### src/rtl/itch_mold_framer_if.sv
// Byte-stream in / framed ITCH message stream out; the framer takes the slave side.
interface itch_mold_framer_if;
    logic        in_valid;
    logic [7:0]  in_byte;
    logic        in_last;
    logic        msg_valid;
    logic [7:0]  msg_byte;
    logic        msg_first;
    logic        msg_last;
    logic        msg_abort;
    logic [7:0]  msg_type;
    logic [63:0] msg_seq;

    modport master (
        output in_valid, in_byte, in_last,
        input  msg_valid, msg_byte, msg_first, msg_last, msg_abort, msg_type, msg_seq
    );
    modport slave (
        input  in_valid, in_byte, in_last,
        output msg_valid, msg_byte, msg_first, msg_last, msg_abort, msg_type, msg_seq
    );
endinterface

### src/rtl/itch_mold_framer.sv
// Skips L2-L4 headers, parses MoldUDP64 and splits payload into framed ITCH messages.
// One-cycle registered latency; no backpressure, in_valid gaps simply stall the parser.
module itch_mold_framer #(
    parameter int PAYLOAD_OFFSET = 46,
    parameter int MAX_MSG_LEN    = 64,
    parameter int CNT_W          = 32
) (
    input  logic               clk,
    input  logic               reset,
    itch_mold_framer_if.slave  bus,
    output logic               hdr_valid,
    output logic [79:0]        session,
    output logic [63:0]        seq_num,
    output logic [15:0]        msg_count,
    output logic               heartbeat,
    output logic               end_session,
    output logic               seq_gap,
    output logic               err_trunc,
    output logic               err_len,
    output logic [CNT_W-1:0]   pkt_cnt
);
    typedef enum logic [2:0] {SKIP, HDR, LEN_HI, LEN_LO, BODY, TAIL, DRAIN} state_t;

    localparam logic [15:0]      OFF_LAST = 16'(PAYLOAD_OFFSET - 1);
    localparam logic [15:0]      MAX_LEN  = 16'(MAX_MSG_LEN);
    localparam logic [CNT_W-1:0] CNT_ONE  = CNT_W'(1);

    state_t        state;
    logic [15:0]   cnt;
    logic [151:0]  hdr_sr;
    logic [7:0]    len_hi;
    logic [15:0]   msg_len;
    logic [15:0]   remaining;
    logic [63:0]   cur_seq;
    logic [63:0]   expected;
    logic          locked;

    logic [159:0]  hdr_full;
    logic [15:0]   new_len;
    logic          hdr_done;
    logic          body_end;
    logic          trunc_now;

    always_comb begin
        hdr_full = {hdr_sr, bus.in_byte};
        new_len  = {len_hi, bus.in_byte};
        hdr_done = (state == HDR) && (cnt == 16'd19);
        body_end = (cnt == msg_len - 16'd1);
        trunc_now = 1'b0;
        case (state)
            SKIP, LEN_HI, LEN_LO: trunc_now = 1'b1;
            // A header-only frame is legal only for heartbeat / end-of-session.
            HDR:  trunc_now = !hdr_done || (hdr_full[15:0] != 16'h0000 && hdr_full[15:0] != 16'hFFFF);
            BODY: trunc_now = !body_end;
            default: trunc_now = 1'b0;
        endcase
    end

    always_ff @(posedge clk) begin
        if (reset) begin
            state         <= SKIP;
            cnt           <= '0;
            hdr_sr        <= '0;
            len_hi        <= '0;
            msg_len       <= '0;
            remaining     <= '0;
            cur_seq       <= '0;
            expected      <= '0;
            locked        <= 1'b0;
            bus.msg_valid <= 1'b0;
            bus.msg_byte  <= '0;
            bus.msg_first <= 1'b0;
            bus.msg_last  <= 1'b0;
            bus.msg_abort <= 1'b0;
            bus.msg_type  <= '0;
            bus.msg_seq   <= '0;
            hdr_valid     <= 1'b0;
            session       <= '0;
            seq_num       <= '0;
            msg_count     <= '0;
            heartbeat     <= 1'b0;
            end_session   <= 1'b0;
            seq_gap       <= 1'b0;
            err_trunc     <= 1'b0;
            err_len       <= 1'b0;
            pkt_cnt       <= '0;
        end else begin
            bus.msg_valid <= 1'b0;
            bus.msg_first <= 1'b0;
            bus.msg_last  <= 1'b0;
            bus.msg_abort <= 1'b0;
            hdr_valid     <= 1'b0;
            heartbeat     <= 1'b0;
            end_session   <= 1'b0;
            seq_gap       <= 1'b0;
            err_trunc     <= 1'b0;
            err_len       <= 1'b0;
            if (bus.in_valid) begin
                case (state)
                    SKIP: begin
                        if (cnt == OFF_LAST) begin
                            state <= HDR;
                            cnt   <= '0;
                        end else begin
                            cnt <= cnt + 16'd1;
                        end
                    end
                    HDR: begin
                        hdr_sr <= hdr_full[151:0];
                        if (hdr_done) begin
                            cnt       <= '0;
                            hdr_valid <= 1'b1;
                            session   <= hdr_full[159:80];
                            seq_num   <= hdr_full[79:16];
                            msg_count <= hdr_full[15:0];
                            seq_gap   <= locked && (hdr_full[79:16] != expected);
                            // end_session unlocks; heartbeat (count 0) locks expected to seq itself.
                            locked    <= (hdr_full[15:0] != 16'hFFFF);
                            expected  <= hdr_full[79:16] + {48'd0, hdr_full[15:0]};
                            if (hdr_full[15:0] == 16'h0000) begin
                                heartbeat <= 1'b1;
                                state     <= DRAIN;
                            end else if (hdr_full[15:0] == 16'hFFFF) begin
                                end_session <= 1'b1;
                                state       <= DRAIN;
                            end else begin
                                remaining <= hdr_full[15:0];
                                cur_seq   <= hdr_full[79:16];
                                state     <= LEN_HI;
                            end
                        end else begin
                            cnt <= cnt + 16'd1;
                        end
                    end
                    LEN_HI: begin
                        len_hi <= bus.in_byte;
                        state  <= LEN_LO;
                    end
                    LEN_LO: begin
                        if (new_len == 16'd0 || new_len > MAX_LEN) begin
                            err_len <= 1'b1;
                            state   <= DRAIN;
                        end else begin
                            msg_len <= new_len;
                            cnt     <= '0;
                            state   <= BODY;
                        end
                    end
                    BODY: begin
                        bus.msg_valid <= 1'b1;
                        bus.msg_byte  <= bus.in_byte;
                        bus.msg_first <= (cnt == 16'd0);
                        bus.msg_last  <= body_end;
                        bus.msg_seq   <= cur_seq;
                        if (cnt == 16'd0)
                            bus.msg_type <= bus.in_byte;
                        if (body_end) begin
                            cur_seq   <= cur_seq + 64'd1;
                            remaining <= remaining - 16'd1;
                            cnt       <= '0;
                            state     <= (remaining == 16'd1) ? TAIL : LEN_HI;
                        end else begin
                            cnt <= cnt + 16'd1;
                        end
                    end
                    TAIL: begin
                        err_len <= 1'b1;
                        state   <= DRAIN;
                    end
                    default: ;
                endcase
                if (bus.in_last) begin
                    state   <= SKIP;
                    cnt     <= '0;
                    pkt_cnt <= pkt_cnt + CNT_ONE;
                    if (trunc_now) begin
                        err_trunc <= 1'b1;
                        err_len   <= 1'b0;
                    end
                    if (state == BODY && !body_end) begin
                        bus.msg_last  <= 1'b1;
                        bus.msg_abort <= 1'b1;
                    end
                end
            end
        end
    end
endmodule

### src/flat_wrapper.sv
// flat-port wrapper written by rule: the top's interface ports become plain ports
module itch_mold_framer_flat 
#(
    parameter int PAYLOAD_OFFSET = 46,
    parameter int MAX_MSG_LEN    = 64,
    parameter int CNT_W          = 32
)
  (clk, reset, hdr_valid, session, seq_num, msg_count, heartbeat, end_session, seq_gap, err_trunc, err_len, pkt_cnt, bus_in_valid, bus_in_byte, bus_in_last, bus_msg_valid, bus_msg_byte, bus_msg_first, bus_msg_last, bus_msg_abort, bus_msg_type, bus_msg_seq);
  itch_mold_framer_if bus_i ();
  input  logic clk;
  input  logic reset;
  output logic hdr_valid;
  output logic [79:0] session;
  output logic [63:0] seq_num;
  output logic [15:0] msg_count;
  output logic heartbeat;
  output logic end_session;
  output logic seq_gap;
  output logic err_trunc;
  output logic err_len;
  output logic [CNT_W-1:0] pkt_cnt;
  input wire logic [$bits(bus_i.in_valid)-1:0] bus_in_valid;
  input wire logic [$bits(bus_i.in_byte)-1:0] bus_in_byte;
  input wire logic [$bits(bus_i.in_last)-1:0] bus_in_last;
  output wire logic [$bits(bus_i.msg_valid)-1:0] bus_msg_valid;
  output wire logic [$bits(bus_i.msg_byte)-1:0] bus_msg_byte;
  output wire logic [$bits(bus_i.msg_first)-1:0] bus_msg_first;
  output wire logic [$bits(bus_i.msg_last)-1:0] bus_msg_last;
  output wire logic [$bits(bus_i.msg_abort)-1:0] bus_msg_abort;
  output wire logic [$bits(bus_i.msg_type)-1:0] bus_msg_type;
  output wire logic [$bits(bus_i.msg_seq)-1:0] bus_msg_seq;
  assign bus_i.in_valid = bus_in_valid;
  assign bus_i.in_byte = bus_in_byte;
  assign bus_i.in_last = bus_in_last;
  assign bus_msg_valid = bus_i.msg_valid;
  assign bus_msg_byte = bus_i.msg_byte;
  assign bus_msg_first = bus_i.msg_first;
  assign bus_msg_last = bus_i.msg_last;
  assign bus_msg_abort = bus_i.msg_abort;
  assign bus_msg_type = bus_i.msg_type;
  assign bus_msg_seq = bus_i.msg_seq;
  itch_mold_framer #(.PAYLOAD_OFFSET(PAYLOAD_OFFSET), .MAX_MSG_LEN(MAX_MSG_LEN), .CNT_W(CNT_W)) u_core (.clk(clk), .reset(reset), .bus(bus_i), .hdr_valid(hdr_valid), .session(session), .seq_num(seq_num), .msg_count(msg_count), .heartbeat(heartbeat), .end_session(end_session), .seq_gap(seq_gap), .err_trunc(err_trunc), .err_len(err_len), .pkt_cnt(pkt_cnt));
endmodule
### config.mk
export PLATFORM = sky130hd
export DESIGN_NAME = itch_mold_framer_flat
export DESIGN_NICKNAME = d
export VERILOG_FILES = /design/src/rtl/itch_mold_framer_if.sv /design/src/rtl/itch_mold_framer.sv /design/src/flat_wrapper.sv
export SDC_FILE = /design/constraint.sdc
export NUM_CORES = 1
export LEC_CHECK = 0
export CAP_MARGIN = 20
export CORE_ASPECT_RATIO = 0.75
export CORE_MARGIN = 2
export CORE_UTILIZATION = 40
export CTS_BUF_LIST = sky130_fd_sc_hd__clkbuf_8
export CTS_CLUSTER_SIZE = 10
export DETAILED_ROUTE_END_ITERATION = 10
export GPL_ROUTABILITY_DRIVEN = 0
export SLEW_MARGIN = 20
export SYNTH_ARGS = -nofsm -noshare
export SYNTH_HDL_FRONTEND = slang
export SYNTH_SLANG_ARGS = --single-unit
### constraint.sdc
create_clock -name clk -period 4.3 [get_ports clk]
set_input_delay 1.075 -clock clk [delete_from_list [all_inputs] [get_ports clk]]
set_output_delay 1.075 -clock clk [all_outputs]
set_load 0.01 [all_outputs]
# [After elaboration in Yosys (flattened, before gate mapping)]
# Index checks and enable logic that the tools add are counted.
[totals] reg_bits=622 output_inout_bits=282 word_cells=131 inputBits=12
[classes] n_bitwise=6 magnitude_cmp=1 n_reduce_logical=33 mux=39 addsub=6 eq_ne=20
[ops] operator="64-bit two-way mux" n=4
[ops] operator="16-bit two-way mux" n=9
[ops] operator="64-bit case mux with 2 select lines" n=1
[ops] operator="64-bit by 1-bit adder with 64-bit output, second input constant" n=1
[ops] operator="64-bit by 16-bit adder with 64-bit output" n=1
[ops] operator="64-bit inequality test" n=1
[ops] operator="16-bit case mux with 4 select lines" n=1
[ops] operator="16-bit zero test" n=3
[ops] operator="32-bit by 1-bit adder with 32-bit output, second input constant" n=1
[ops] operator="16-bit case mux with 2 select lines" n=1
[ops] operator="16-bit by 1-bit subtractor with 16-bit output, second input constant" n=2
[ops] operator="3-bit two-way mux" n=7
[ops] operator="3-bit case mux with 6 select lines" n=1
[ops] operator="16-bit by 1-bit adder with 16-bit output, second input constant" n=1
[ops] operator="16-bit by 1-bit == test with 1-bit output, second input constant" n=1
[ops] operator="16-bit == test" n=1
[ops] operator="16-bit == test, second input constant" n=1
[ops] operator="16-bit by 5-bit == test with 1-bit output, second input constant" n=1
[ops] operator="16-bit by 6-bit == test with 1-bit output, second input constant" n=1
[ops] operator="16-bit by 7-bit > comparator with 1-bit output, second input constant" n=1
[ops] operator="16-bit inequality test, second input constant" n=1
[ops] operator="16-bit nonzero test" n=1
[ops] operator="1-bit two-way mux" n=12
[ops] operator="3-bit AND reduction" n=4
[ops] operator="other kinds (25)" n=47

# [Logic depth before layout (Yosys ltp)]
[depth] depth_word=7 depth_mapped=13 mapped_depth_nobuf=11

# [Worst setup path after synthesis]
# No wires, ideal clock.
[synth_path] path_type="input-to-reg" from="input bus_in_byte[1]" to="register u_core.cnt[8]" t_required_ps=4242 setup_time_ps=58 arrival_ps=3387 path_buffers=2 slack_ps=855 stages=10 path_cell_list="buf_4 nor4_4 a21oi_1 or4b_4 a31o_1 or3_1 or3_4 buf_6 nor3b_2 a21o_1"
[synth_between] elab_chain_cells=4 elab_cells_between_ends=5 classes_between="order compare: 1; eq/ne: 1; reduce/logical: 3"
[synth_lines] item="start: declaration" line="flat_wrapper.sv:23" text="input wire logic [$bits(bus_i.in_byte)-1:0] bus_in_byte;"
[synth_lines] item="16-bit by 7-bit > comparator with 1-bit output or 16-bit zero test (tied branches)" line="itch_mold_framer.sv:140" text="if (new_len == 16'd0 || new_len > MAX_LEN) begin"
[synth_lines] item="1-bit logical OR *" line="itch_mold_framer.sv:140"
[synth_lines] item="3-bit inequality test (no source line) *"
[synth_lines] item="3-bit AND reduction (no source line) *"
[synth_lines] item="end signal: assignment" line="itch_mold_framer.sv:105" text="cnt <= cnt + 16'd1;"
[synth_lines] item="end signal: assignment" line="itch_mold_framer.sv:132" text="cnt <= cnt + 16'd1;"
[synth_lines] item="end signal: assignment" line="itch_mold_framer.sv:163" text="cnt <= cnt + 16'd1;"
[synth_lines] item="end: declaration" line="itch_mold_framer.sv:29" text="logic [15:0] cnt;"
# Every way passes the cells marked *; elsewhere a longest branch is shown, timed or not.
# A chain may end at the register's enable or synchronous reset.

# [Worst setup path after layout]
[layout_path] from="register u_core.msg_len[0]" to="register u_core.cur_seq[42]"
[layout_between] elab_chain_cells=4
[layout_lines] item="start: declaration" line="itch_mold_framer.sv:32" text="logic [15:0] msg_len;"
[layout_lines] item="start signal: assignment" line="itch_mold_framer.sv:144" text="msg_len <= new_len;"
[layout_lines] item="16-bit by 1-bit subtractor with 16-bit output" line="itch_mold_framer.sv:48" text="body_end = (cnt == msg_len - 16'd1);"
[layout_lines] item="16-bit == test" line="itch_mold_framer.sv:48"
[layout_lines] item="2-bit by 1-bit inequality test with 1-bit output (no source line)"
[layout_lines] item="6-bit AND reduction (no source line)"
[layout_lines] item="end signal: assignment" line="itch_mold_framer.sv:128" text="cur_seq <= hdr_full[79:16];"
[layout_lines] item="end signal: assignment" line="itch_mold_framer.sv:158" text="cur_seq <= cur_seq + 64'd1;"
[layout_lines] item="end: declaration" line="itch_mold_framer.sv:34" text="logic [63:0] cur_seq;"
# No other way between the ends.

==> impl_metrics.env <==
export IMPL_post_cts_resized=0
export IMPL_fin_crit_ns=3.55
export IMPL_clk_pin_slew_ns=0.06
export IMPL_nets=3808
export IMPL_row_count=83
export IMPL_grt_antenna_before_repair=1
export IMPL_stdcell_count=4734
export IMPL_cts_htree_levels=3
export IMPL_crit_type="reg -> reg"
export IMPL_clkSinkCount=622
export IMPL_hp_class="reg -> reg"
export IMPL_crit_path_cell_trace="inv_1, ha_1, or3b_2, or3_1, xnor2_1, or3_1, nor4_4, o21a_4, buf_4, a21oi_1, a211oi_1"
export IMPL_grt_max_degree=176
export IMPL_clock_skew_final_ns=0.0540
export IMPL_synth_seq_area_share_pct=45.2
export IMPL_slew_violations=0
export IMPL_fill_cells=6880
export IMPL_synth_common_cells="nand2_1 (1002), dfxtp_1 (622), a21oi_1 (554)"
export IMPL_synth_area_top_cells="dfxtp_1 (45%), nand2_1 (14%), a21oi_1 (10%)"
export IMPL_drtIter0Drc=2726
export IMPL_status="complete, no violations"
export IMPL_fmax_ghz=0.281
export IMPL_layout_drive_gt1_share_pct=6.85
export IMPL_syn_avg_cell_area_sq_um=7.68
export IMPL_root_buffer="clkbuf_8"
export IMPL_coreArea_sq_um=68300
export IMPL_vias_per_cell=5.43
export IMPL_power_density_nw_per_um2=334
export IMPL_power_w=0.0111
export IMPL_critPathSlowestCell="or3b_2"
export IMPL_yosysWarnings=0
export IMPL_port_buffers=293
export IMPL_start_util_pct=40.3
export IMPL_grt_ovfl_total=0
export IMPL_multi_input_area_sq_um=13800
export IMPL_final_core_util_pct=48.6
export IMPL_chipHeight_um=231
export IMPL_cp_arrival_ns=4.14
export IMPL_vdd_drop_max_mv=0.215
export IMPL_rsz0062_at_grt="no"
export IMPL_clock_latency_ns=0.73
export IMPL_ys_ff_latch=622
export IMPL_grt_pass1_vias=23000
export IMPL_drv_cap=0
export IMPL_netlist_area_sq_um=27600
export IMPL_drc=0
export IMPL_crit_path_frequent_cell="or3_1"
export IMPL_synth_edff_count=0
export IMPL_fp_dieW_um=307
export IMPL_synth_ff_type="dfxtp_1"
export IMPL_critPathMaxStageDelay_ns=0.50
export IMPL_ios=294
export IMPL_synth_fp_nets=3624
export IMPL_leakage_nw=11.1
export IMPL_drtPass1Iterations=6
export IMPL_min_period_over_period_pct=82.7
export IMPL_ys_async_sr_fraction_pct=0
export IMPL_synth_cell_types=78
export IMPL_dp_cells=4560
export IMPL_dp_hpwl_um=60500
export IMPL_setup_tns_ns=0
export IMPL_dieArea_sq_um=71000
export IMPL_vias=25700
export IMPL_cp_start_kind="register"
export IMPL_setup_viol_count_final=0
export IMPL_syn_instance_count=3587
export IMPL_post_cts_buffers=0
export IMPL_synth_most_common_cell="nand2_1"
export IMPL_cts_tree="done"
export IMPL_grtUsageTotal_pct=24.7
export IMPL_cp_required_ns=4.89
export IMPL_numCtsBuffers=101
export IMPL_holdWs_ns=0.447
export IMPL_cp_end_kind="register"
export IMPL_synth_top_area_cell="dfxtp_1"
export IMPL_max_slew_worst_pin_slew_ns=1.11
export IMPL_critical_path_max_fanout=16
export IMPL_grt_pass1_wl_um=139000
export IMPL_wl_per_cell_um=19.3
export IMPL_synthDominantCellAreaShare_pct=45.2
export IMPL_syn_to_final_growth_pct=20.5
export IMPL_hold_buffers=0
export IMPL_cts_buffer_depth=3
export IMPL_ant_nets=0
export IMPL_hold_violations=0
export IMPL_slew_headroom_pct=26.3
export IMPL_drt_wl_total_um=91200
export IMPL_seqCellArea_sq_um=12500
cells in the final DEF (no fill, tap or decap), types with 9 or more instances in the layout:
cell             count
and4_1              18
inv_1               66
nand2_1            998
nand4_1             61
buf_12              13
or3_1               32
dfxtp_1            622
nor4_1              23
mux2i_1             29
nor3_1              40
clkbuf_8           126
o31ai_1             37
and2_1              25
clkdlybuf4s50_1    292
nand3_1             86
a211oi_1            40
nor2_1             154
ha_1                24
o21a_1              12
xnor2_1            102
a31oi_1              9
a21oi_1            554
o41ai_1              9
buf_4               64
and3_1              35
xor2_1              63
a21o_1              27
o21ai_0            136
clkinv_2            11
o21ai_1             10
state kept, by name (all words and copies together), names as in the netlist, 32 cells and up:
name                count
u_core.expected        64
u_core.cur_seq         64
u_core.hdr_sr         152
u_core.session         80
u_core.pkt_cnt         32
u_core.seq_num         64
u_core.bus.msg_seq     64
per-stage QoR:
step           setup WS (ns)  area, sq um
2_1_floorplan          0.855        27600
3_3_place_gp           0.212        31200
5_1_grt                0.598        33200
6_report               0.746        33200
4_1_cts                0.777        33200
3_5_place_dp           0.165        31200
where the power goes:
part / internal (W) / switching [W] / total (W)
registers: 0.00577 / 0.00000363 / 0.00577
logic: 0.0000478 / 0.000151 / 0.000199
clock network: 0.00268 / 0.00245 / 0.00513
total: 0.00849 / 0.00260 / 0.0111
cells by family (layout without fill, tap and decap cells):
kind of cell	count (synthesis)	count (layout)	synth area share, %
compound gates	887	887	18.0
xor+xnor	166	166	5.33
fa+ha+maj	25	25	1.16
buf+inv	324	578	4.78
flops	622	622	45.2
mux	30	30	1.09
other cells	0	1	0
simple gates	1533	1533	24.5
layer usage:
metal  up-vias  wire length [um]  global-route usage, %  part of all wire (%)
met1     12100             44900                   38.4                    49
met3       143              8210                   5.83                   9.0
met2       945             35900                   33.1                    39
met4         0              2180                   7.32                   2.4
li1      12600                 -                      -                     -
met5         -                 0                      0                     0
area by class of cell:
type,count,area share (%)
diodes,1,0.00754
clock buffers,126,5.22
clock inverters,47,0.712
inverters,35,0.396
multi-input cells,2641,41.7
flip-flops and latches,622,37.5
well taps,892,3.36
repair buffers,370,11.1
critical path, delay by kind of cell, from the launching register on:
family                     cells  cell delay (ns)
buffers and inverters          2             0.34
AOI/OAI and AO/OA              3             0.65
and+or+nand+nor                4             1.72
adders and majority gates      1             0.18
DFF                            1             0.37
xor gates and xnor gates       1             0.15
worst paths after layout:
path	cells past startpoint	slack, ns	to	from
setup / recovery	11	0.75	u_core.cur_seq[42]	u_core.msg_len[0]
setup reg to reg	11	0.75	u_core.cur_seq[42]	u_core.msg_len[0]
hold reg to reg	2	0.45	u_core.session[59]	u_core.session[59]
hold / removal	2	0.45	u_core.session[59]	u_core.session[59]
Note: power is estimated with default switching activity, not from simulation.
